<file path="src/rtl/adsr_env.sv">
// Linear ADSR envelope generator, stepped by a 1 ms tick with per-stage ms-per-LSB rates.
// Optional ADSR_EXP_RELEASE_EN: release steps subtract max(1, env>>3) for an exponential-like tail.
module adsr_env #(
   parameter int ENV_W  = 8,
   parameter int RATE_W = 16
) (
   input  logic              clk,
   input  logic              reset,
   input  logic              ms_tick,
   input  logic              gate,
   input  logic [RATE_W-1:0] attack_rate,
   input  logic [RATE_W-1:0] decay_rate,
   input  logic [ENV_W-1:0]  sustain_lvl,
   input  logic [RATE_W-1:0] release_rate,
   output logic [ENV_W-1:0]  env,
   output logic              env_step,
   output logic              busy
);

   typedef enum logic [2:0] {
      S_IDLE,
      S_ATTACK,
      S_DECAY,
      S_SUSTAIN,
      S_RELEASE
   } state_t;

   localparam logic [ENV_W-1:0] ENV_MAX = '1;

   state_t              state_q, state_d;
   logic [ENV_W-1:0]    env_q, env_d;
   logic                env_step_q, env_step_d;
   logic                busy_q, busy_d;
   logic                gate_q;
   logic [RATE_W-1:0]   cnt_q, cnt_d;

   logic                rise, fall, step;
   logic [RATE_W-1:0]   rate, rate_m1;
   logic [ENV_W-1:0]    rel_dec, rel_next;

   always_comb begin
      rise = gate & ~gate_q;
      fall = ~gate & gate_q;

      unique case (state_q)
         S_ATTACK:  rate = attack_rate;
         S_DECAY:   rate = decay_rate;
         S_RELEASE: rate = release_rate;
         default:   rate = '0;
      endcase
      rate_m1 = rate - RATE_W'(1);
      // A zero rate means the stage advances every clock, tick or not.
      step    = (rate == '0) || (ms_tick && (cnt_q == rate_m1));

`ifdef ADSR_EXP_RELEASE_EN
      rel_dec = ((env_q >> 3) == '0) ? ENV_W'(1) : (env_q >> 3);
`else
      rel_dec = ENV_W'(1);
`endif
      rel_next = (env_q > rel_dec) ? (env_q - rel_dec) : '0;

      state_d = state_q;
      env_d   = env_q;
      // Gate edges take priority; no step is applied on the edge they fire.
      unique case (state_q)
         S_IDLE: begin
            env_d = '0;
            if (rise) state_d = S_ATTACK;
         end
         S_ATTACK: begin
            if (fall) begin
               state_d = S_RELEASE;
            end else if (env_q == ENV_MAX) begin
               state_d = S_DECAY;
            end else if (step) begin
               env_d = env_q + ENV_W'(1);
               if (env_d == ENV_MAX) state_d = S_DECAY;
            end
         end
         S_DECAY: begin
            if (fall) begin
               state_d = S_RELEASE;
            end else if (env_q <= sustain_lvl) begin
               state_d = S_SUSTAIN;
            end else if (step) begin
               env_d = env_q - ENV_W'(1);
            end
         end
         S_SUSTAIN: begin
            if (fall) state_d = S_RELEASE;
            else      env_d   = sustain_lvl;
         end
         S_RELEASE: begin
            if (rise) begin
               state_d = S_ATTACK;
            end else if (env_q == '0) begin
               state_d = S_IDLE;
            end else if (step) begin
               env_d = rel_next;
            end
         end
         default: begin
            state_d = S_IDLE;
            env_d   = '0;
         end
      endcase

      if ((state_d != state_q) || (state_q == S_IDLE) || (state_q == S_SUSTAIN) || step)
         cnt_d = '0;
      else if (ms_tick)
         cnt_d = cnt_q + RATE_W'(1);
      else
         cnt_d = cnt_q;

      env_step_d = (env_d != env_q);
      busy_d     = (state_d != S_IDLE);
   end

   always_ff @(posedge clk or posedge reset) begin
      if (reset) begin
         state_q    <= S_IDLE;
         env_q      <= '0;
         env_step_q <= 1'b0;
         busy_q     <= 1'b0;
         gate_q     <= 1'b0;
         cnt_q      <= '0;
      end else begin
         state_q    <= state_d;
         env_q      <= env_d;
         env_step_q <= env_step_d;
         busy_q     <= busy_d;
         gate_q     <= gate;
         cnt_q      <= cnt_d;
      end
   end

   assign env      = env_q;
   assign env_step = env_step_q;
   assign busy     = busy_q;

endmodule

</file>
<file path="config.mk">
export PLATFORM = sky130hd
export DESIGN_NAME = adsr_env
export DESIGN_NICKNAME = d
export VERILOG_FILES = /design/src/rtl/adsr_env.sv
export SDC_FILE = /design/constraint.sdc
export NUM_CORES = 1
export LEC_CHECK = 0
export ABC_CLOCK_PERIOD_IN_PS = 14320
export BUFFER_PORTS_ARGS = -buffer_cell sky130_fd_sc_hd__buf_2
export CAP_MARGIN = 20
export CORE_UTILIZATION = 50
export CTS_CLUSTER_DIAMETER = 150
export DETAILED_ROUTE_END_ITERATION = 10
export PLACE_DENSITY = 0.72
export SETUP_SLACK_MARGIN = 0.02
export SKIP_LAST_GASP = 1
export SYNTH_ARGS = -nofsm -noshare
export SYNTH_HDL_FRONTEND = slang
export SYNTH_SLANG_ARGS = --single-unit
</file>
<file path="constraint.sdc">
create_clock -name clk -period 14.32 [get_ports clk]
set_clock_uncertainty 0.15 [all_clocks]
set_input_delay 2.148 -clock clk [delete_from_list [all_inputs] [get_ports clk]]
set_output_delay 2.148 -clock clk [all_outputs]
set_load 0.005 [all_outputs]
</file>
==> metrics.csv, run 1 <==
stage;metric;value;unit
power_and_ir_drop;PwrDens;95.7;mW/mm2
layout;# diodes;0;
critical_path;Setup crit end;cnt_q[13]$_DFFE_PP0P_;
critical_path;WS Path Type;primary input to flop;
clock_tree;CTS max path bufs;2;
layout;Syn-to-layout area delta;11.1;%
clock_tree;clk sinks;30;
logic_synthesis;Synth top area share;0.188;
sta;endpoints failing setup;0;
logic_synthesis;post-synthesis instance area;0.00400;mm2
sta;Final Hold Viols;0;
critical_path;worst reg-to-reg path cell count;14;
logic_synthesis;Post-Synth XOR/XNOR Area;0.0877;
layout;fill cell count;738;
global_route;initial antenna violation count;0;
power_and_ir_drop;leak pwr;1.93;nW
logic_synthesis;Async S/R FF share, synth;1.00;
layout;Layout Nets;655;
drt;drt wl/cell;20.4;um
drt;via count;4581;
layout;Finished Layout Cells;684;
drt;Iter 0 DRT Violations;777;
clock_tree;H-Tree Depth;2;
sta;setup ws final;7000;ps
critical_path;Worst path max stage delay;780;ps
critical_path;Crit path depth;15;
sta;min Tclk post-route;7320;ps
critical_path;WP data arrival;7370;ps
logic_synthesis;synth top area cells;dfrtp_1, nand2_1, nor2_1, xnor2_1, ha_1;
floorplan;die height;91.4;um
clock_tree;root buf cell;clkbuf_8;
global_route;largest net degree at the start of global routing;31;
critical_path;r2r setup slk;7630;ps
layout;fin area;0.00444;mm2
logic_synthesis;Synth Area in Compound Gates;0.271;
sta;worst-margin pin slew;1020;ps
placement;IO Port Bufs;69;
drt;drt first pass iters;6;
logic_synthesis;syn nets;609;
critical_path;Worst path top cell family by delay;compound AO/OA/AOI/OAI gates;
floorplan;CORE AREA;0.00773;mm2
critical_path;most used cell, CP;a21oi_1;
drt;via/cell ratio;6.70;
logic_synthesis;Post-Synth Adder-Cell Area;0.0438;
clock_tree;clk_lat worst skew;310;ps
floorplan;std cell rows;32;
critical_path;type of origin of the critical path;primary input;
logic_synthesis;sequential share of the synthesized area;0.188;
global_route;vias in the first global route;4162;
drt;post-route ant nets;0;
clock_tree;post-CTS sizing;0;
min_path;worst hold path type;flop to flop;
power_and_ir_drop;Max IR drop VDD;0.0495;mV
flow_run;max-cap violation count;0;
sta;period utilisation layout;0.511;
sta;worst hold slack;421;ps
status;run status;finished clean;
clock_tree;CTS tree;yes;
global_route;first-pass GRT wire length;22300;um
critical_path;RR Startpoint;state_q[0]$_DFF_PP0_;
logic_synthesis;largest family of logic cells by synthesized area;simple AND/OR/NAND/NOR gates;
sta;final number of max-transition violations;0;
critical_path;Crit path required time;14360;ps
logic_synthesis;EDFF count, synth;0;
critical_path;slowest stage cell, crit path;a222oi_1;
sta;setup TNS;0;ps
clock_tree;CTS Hold Buffers Added;0;
sta;Slew headroom;0.322;
critical_path;Bufs and invs on worst path;2;
clock_tree;Post-CTS Repair Setup Buffers;0;
floorplan;effective utilization at floorplan;0.517;
sta;RSZ-0062 raised after global routing;false;
critical_path;Setup crit end kind;flop;
drt;drt drc;0;
sta;achievable frequency;137;MHz
floorplan;# IOs;70;
logic_synthesis;synthesized flop and latch total;30;
logic_synthesis;average size of a mapped cell;7.47;um2
placement;dpl cell area;0.00434;mm2
drt;WL final;13900;um
placement;hpwl dp;10200;um
logic_synthesis;mux contribution to synthesized area;0.0150;
critical_path;CP startpoint;release_rate[0];
clock_tree;CTS buffer count;5;
clock_tree;Clock Pin Slew Worst Setup and Hold Paths;70;ps
floorplan;Chip Width;91.4;um
logic_synthesis;Post-Synth Simple-Gate Area;0.340;
logic_synthesis;Synth area leader;dfrtp_1;
critical_path;reg2reg end;cnt_q[13]$_DFFE_PP0P_;
placement;Setup WS pre-CTS;6750;ps
placement;placer congestion estimate;0.983;
critical_path;crit path cell chain;buf_2 -> and2_1 -> a222oi_1 -> ha_1 -> inv_1 -> a2111oi_0 -> nand3_1 -> or3_1 -> o31ai_2 -> and4_1 -> o2111ai_1 -> a21oi_1 -> mux2i_1 -> nand4_1 -> a21oi_1;
logic_synthesis;commonest register cell after synthesis;dfrtp_1;
logic_synthesis;Yosys cell types;79;
critical_path;critical path fanouts, max;16;
global_route;grt ovf;0;
layout;share of post-route cells with drive strength above 1;0.170;
floorplan;die area;0.00835;mm2
global_route;gr usage total;0.342;
placement;placed cells;676;
logic_synthesis;yosys warns;0;
logic_synthesis;Syn Inst Count;535;
-- registers in the layout (all words and copies together), names as in the netlist --
name / cells
env_step: 1
gate_q: 1
state_q: 3
cnt_q: 16
busy: 1
env: 8
-- per-stage QoR --
step	total power, mW	util
after floorplan	0.283	-
after global placement	0.337	0.562
after detailed placement	0.337	0.562
after CTS	0.418	0.574
after global routing	0.451	0.574
final	0.425	0.574
-- Yosys cell counts, types with 3 or more instances --
cell type,n
a211oi_1,5
a21o_1,3
a21oi_1,20
a221o_1,4
a221oi_1,7
a222oi_1,4
a22oi_1,4
a31oi_1,4
and2_1,16
and3_1,9
buf_2,6
clkbuf_1,24
dfrtp_1,30
ha_1,14
inv_1,17
mux2i_1,6
nand2_1,54
nand2b_1,6
nand3_1,19
nand4_1,15
nor2_1,54
nor2b_1,12
nor3_1,11
nor4_1,9
nor4bb_1,14
o2111ai_1,9
o211a_1,5
o211ai_1,10
o21ai_0,25
o22ai_1,7
o31ai_1,5
or2_2,3
or3_1,5
xnor2_1,22
xor2_1,18
-- layout make-up --
| type | instances | area (um2) | share of cell area |
|---|---|---|---|
| Timing Repair Buffer | 73 | 375 | 0.0846 |
| Tap cell | 102 | 128 | 0.0287 |
| Inverter | 17 | 63.8 | 0.0144 |
| Sequential cell | 30 | 751 | 0.169 |
| Clock buffer | 6 | 82.6 | 0.0186 |
| Clock inverter | 2 | 12.5 | 0.00282 |
| Multi-Input combinational cell | 454 | 3030 | 0.682 |
-- routing by layer --
layer | wire, um | global-route usage
met2 | 5740 | 0.466
met1 | 6370 | 0.524
met3 | 1580 | 0.0737
met4 | 240 | 0.108
met5 | 0 | 0
-- worst reg2reg max path: cells and delay by family, from the launching register on --
kind                     cells  cell delay, ps
buffers and inverters        1              50
flip-flops                   1             970
AND/OR/NAND/NOR              5            2280
AO/OA/AOI/OAI                6            2580
multiplexers                 1             220
adder cells (fa/ha/maj)      1             340
-- cells in the final DEF, fill, tap and decap left out, types with 10 or more instances in the layout --
master,count
xor2_1,18
dfrtp_1,30
nor2b_1,12
nand3_1,19
nand4_1,15
nand2_1,54
o21ai_0,25
buf_2,69
ha_1,14
nor2_1,54
o211ai_1,10
a21oi_1,20
nor3_1,11
and2_1,16
xnor2_1,22
nor4bb_1,14
inv_1,17
-- power by group --
part | switching (mW) | leakage (nW) | internal, mW
sequential | 0.0158 | 0.412 | 0.0892
combinational | 0.150 | 1.47 | 0.0900
clock | 0.0411 | 0.0472 | 0.0387
total | 0.207 | 1.93 | 0.218
-- cell families (layout without fill, tap and decap cells) --
logic type               count (synthesis)  in the layout
flip-flops                              30             30
adder cells (fa/ha/maj)                 14             14
AND/OR/NAND/NOR                        248            248
multiplexers                             6              6
buffers and inverters                   51             98
XOR/XNOR                                40             40
AO/OA/AOI/OAI                          146            146
-- worst min path at each step --
stage	start	end	cells past startpoint
2_1_floorplan	cnt_q[15]$_DFFE_PP0P_	cnt_q[15]$_DFFE_PP0P_	2
3_3_place_gp	cnt_q[15]$_DFFE_PP0P_	cnt_q[15]$_DFFE_PP0P_	2
3_5_place_dp	cnt_q[15]$_DFFE_PP0P_	cnt_q[15]$_DFFE_PP0P_	2
4_1_cts	cnt_q[15]$_DFFE_PP0P_	cnt_q[15]$_DFFE_PP0P_	2
5_1_grt	cnt_q[15]$_DFFE_PP0P_	cnt_q[15]$_DFFE_PP0P_	2
6_report	cnt_q[15]$_DFFE_PP0P_	cnt_q[15]$_DFFE_PP0P_	2
Power figures use the tool's default switching activity.
==> run 2: changes to the inputs <==
--- a/config.mk
+++ b/config.mk
@@ -5,13 +5,13 @@
 export SDC_FILE = /design/constraint.sdc
 export NUM_CORES = 1
 export LEC_CHECK = 0
-export ABC_CLOCK_PERIOD_IN_PS = 14320
+export ABC_CLOCK_PERIOD_IN_PS = 6200
 export BUFFER_PORTS_ARGS = -buffer_cell sky130_fd_sc_hd__buf_2
 export CAP_MARGIN = 20
 export CORE_UTILIZATION = 50
 export CTS_CLUSTER_DIAMETER = 150
 export DETAILED_ROUTE_END_ITERATION = 10
-export PLACE_DENSITY = 0.72
+export PLACE_DENSITY = 0.75
 export SETUP_SLACK_MARGIN = 0.02
 export SKIP_LAST_GASP = 1
 export SYNTH_ARGS = -nofsm -noshare
==> constraint.sdc (replaced) <==
create_clock -name clk -period 6.2 [get_ports clk]
set_clock_uncertainty 0.15 [all_clocks]
set_input_delay 0.93 -clock clk [delete_from_list [all_inputs] [get_ports clk]]
set_output_delay 0.93 -clock clk [all_outputs]
set_load 0.005 [all_outputs]
==> metrics.csv, run 2 (synthesis results as in run 1) <==
stage;metric;value;unit
status;run status;finished clean;
power_and_ir_drop;leak pwr;1.96;nW
drt;WL final;13800;um
clock_tree;Post-CTS Repair Setup Buffers;0;
critical_path;type of origin of the critical path;flop;
sta;min Tclk post-route;6010;ps
drt;drt first pass iters;6;
power_and_ir_drop;clock share of power;0.177;
placement;dpl cell area;0.00439;mm2
clock_tree;root buf cell;clkbuf_8;
power_and_ir_drop;Seq pwr share;0.241;
layout;share of post-route cells with drive strength above 1;0.182;
power_and_ir_drop;PwrDens;220;mW/mm2
floorplan;CORE AREA;0.00773;mm2
power_and_ir_drop;Max IR drop VDD;0.119;mV
global_route;grt ovf;0;
clock_tree;CTS tree;yes;
global_route;gr usage total;0.336;
layout;fin area;0.00449;mm2
layout;Reg with most FFs;cnt_q;
power_and_ir_drop;NetSw;0.473;mW
layout;Syn-to-layout area delta;12.3;%
sta;Final Hold Viols;0;
critical_path;WS Path Type;flop to flop;
power_and_ir_drop;P_int;0.513;mW
layout;commonest non-fill, non-tap cell in the layout;buf_2;
sta;endpoints failing setup;0;
critical_path;critical path fanouts, max;24;
clock_tree;clk sinks;30;
floorplan;die height;91.4;um
placement;IO Port Bufs;69;
sta;worst hold slack;437;ps
floorplan;std cell rows;32;
floorplan;# IOs;70;
drt;via/cell ratio;6.68;
placement;placer congestion estimate;1.02;
sta;period utilisation layout;0.969;
sta;worst-margin pin slew;934;ps
layout;max reg flops;16;
sta;final number of max-transition violations;0;
power_and_ir_drop;sw frac;0.480;
floorplan;Chip Width;91.4;um
floorplan;effective utilization at floorplan;0.517;
clock_tree;H-Tree Depth;2;
clock_tree;CTS max path bufs;2;
clock_tree;Clock Pin Slew Worst Setup and Hold Paths;80;ps
global_route;largest net degree at the start of global routing;31;
drt;drt drc;0;
layout;final core utilization;0.581;
drt;Iter 0 DRT Violations;758;
global_route;first-pass GRT wire length;21900;um
layout;# diodes;0;
critical_path;WP data arrival;6020;ps
global_route;initial antenna violation count;0;
drt;post-route ant nets;0;
layout;fill cell count;735;
drt;via count;4609;
drt;drt wl/cell;20.0;um
power_and_ir_drop;combinational share of power;0.581;
clock_tree;clk_lat worst skew;290;ps
critical_path;Crit path required time;6210;ps
floorplan;die area;0.00835;mm2
placement;hpwl dp;10500;um
sta;Slew headroom;0.377;
global_route;vias in the first global route;4050;
sta;RSZ-0062 raised after global routing;false;
critical_path;Setup crit end kind;flop;
sta;achievable frequency;166;MHz
sta;setup TNS;0;ps
layout;Layout Nets;661;
flow_run;max-cap violation count;0;
layout;commonest non-fill, non-tap cells in the layout;buf_2, nand2_1, nor2_1, dfrtp_1, o21ai_0;
min_path;worst hold path type;flop to flop;
critical_path;r2r setup slk;190;ps
clock_tree;CTS buffer count;5;
==> run 2: cell type report <==
class                           instances  area [um2]  share of cell area
Clock inverter                          2        12.5             0.00279
Multi-Input combinational cell        454        3030               0.675
Clock buffer                            6        82.6              0.0184
Inverter                               17        63.8              0.0142
Timing Repair Buffer                   79         420              0.0937
Tap cell                              102         128              0.0284
Sequential cell                        30         752               0.168
==> run 2: power groups by stage <==
stage / combinational [mW] / sequential [mW] / clock [mW]
2_1_floorplan: 0.435 / 0.219 / 0
3_3_place_gp: 0.549 / 0.240 / 0
3_5_place_dp: 0.550 / 0.239 / 0
4_1_cts: 0.554 / 0.236 / 0.178
5_1_grt: 0.615 / 0.241 / 0.183
6_report: 0.573 / 0.238 / 0.175
==> run 2: routing by layer <==
metal / GRT usage / vias to the layer above / routed length (um)
met4: 0.0899 / 0 / 263
met3: 0.0704 / 34 / 1710
met2: 0.471 / 295 / 5710
met5: 0 / - / 0
li1: - / 2129 / -
met1: 0.513 / 2151 / 6140
==> run 2: metrics by stage <==
step | instances | setup WS, ps | power (mW)
after floorplan | 535 | 1260 | 0.654
final | 690 | 194 | 0.986
after global routing | 690 | 40.9 | 1.04
after CTS | 690 | 204 | 0.968
after detailed placement | 682 | 221 | 0.789
after global placement | 682 | 508 | 0.789
==> run 2: path summary, 6_finish.rpt <==
check                           depth (start not counted)                  start                     to
worst max-delay path                                   14   state_q[1]$_DFF_PP0_     env_step$_DFF_PP0_
worst max register to register                         14   state_q[1]$_DFF_PP0_     env_step$_DFF_PP0_
max in group asynchronous                               3                  reset   state_q[0]$_DFF_PP0_
worst min-delay path                                    2  cnt_q[15]$_DFFE_PP0P_  cnt_q[15]$_DFFE_PP0P_
worst min register to register                          2  cnt_q[15]$_DFFE_PP0P_  cnt_q[15]$_DFFE_PP0P_
min in group asynchronous                               3                  reset       env[1]$_DFF_PP0_
==> run 2: worst max-delay path, cell delays in order, from the launching register on <==
cell and delay, ps:
dfrtp_1 800, nor3b_2 270, a222oi_1 710, ha_1 330, inv_1 50, a2111oi_0 530, nand3_1 330, or3_1 440
o31ai_2 420, nand4_4 320, nand2_2 360, a22oi_1 250, a31o_1 260, a2111oi_1 510, nand3_1 130
==> run 2: repair_timing <==
| action | 4_1_cts | 5_1_grt |
|---|---|---|
| resized for setup | 0 | 2 |
| hold buffers | 0 | 0 |
| setup endpoints to repair | 0 | 17 |
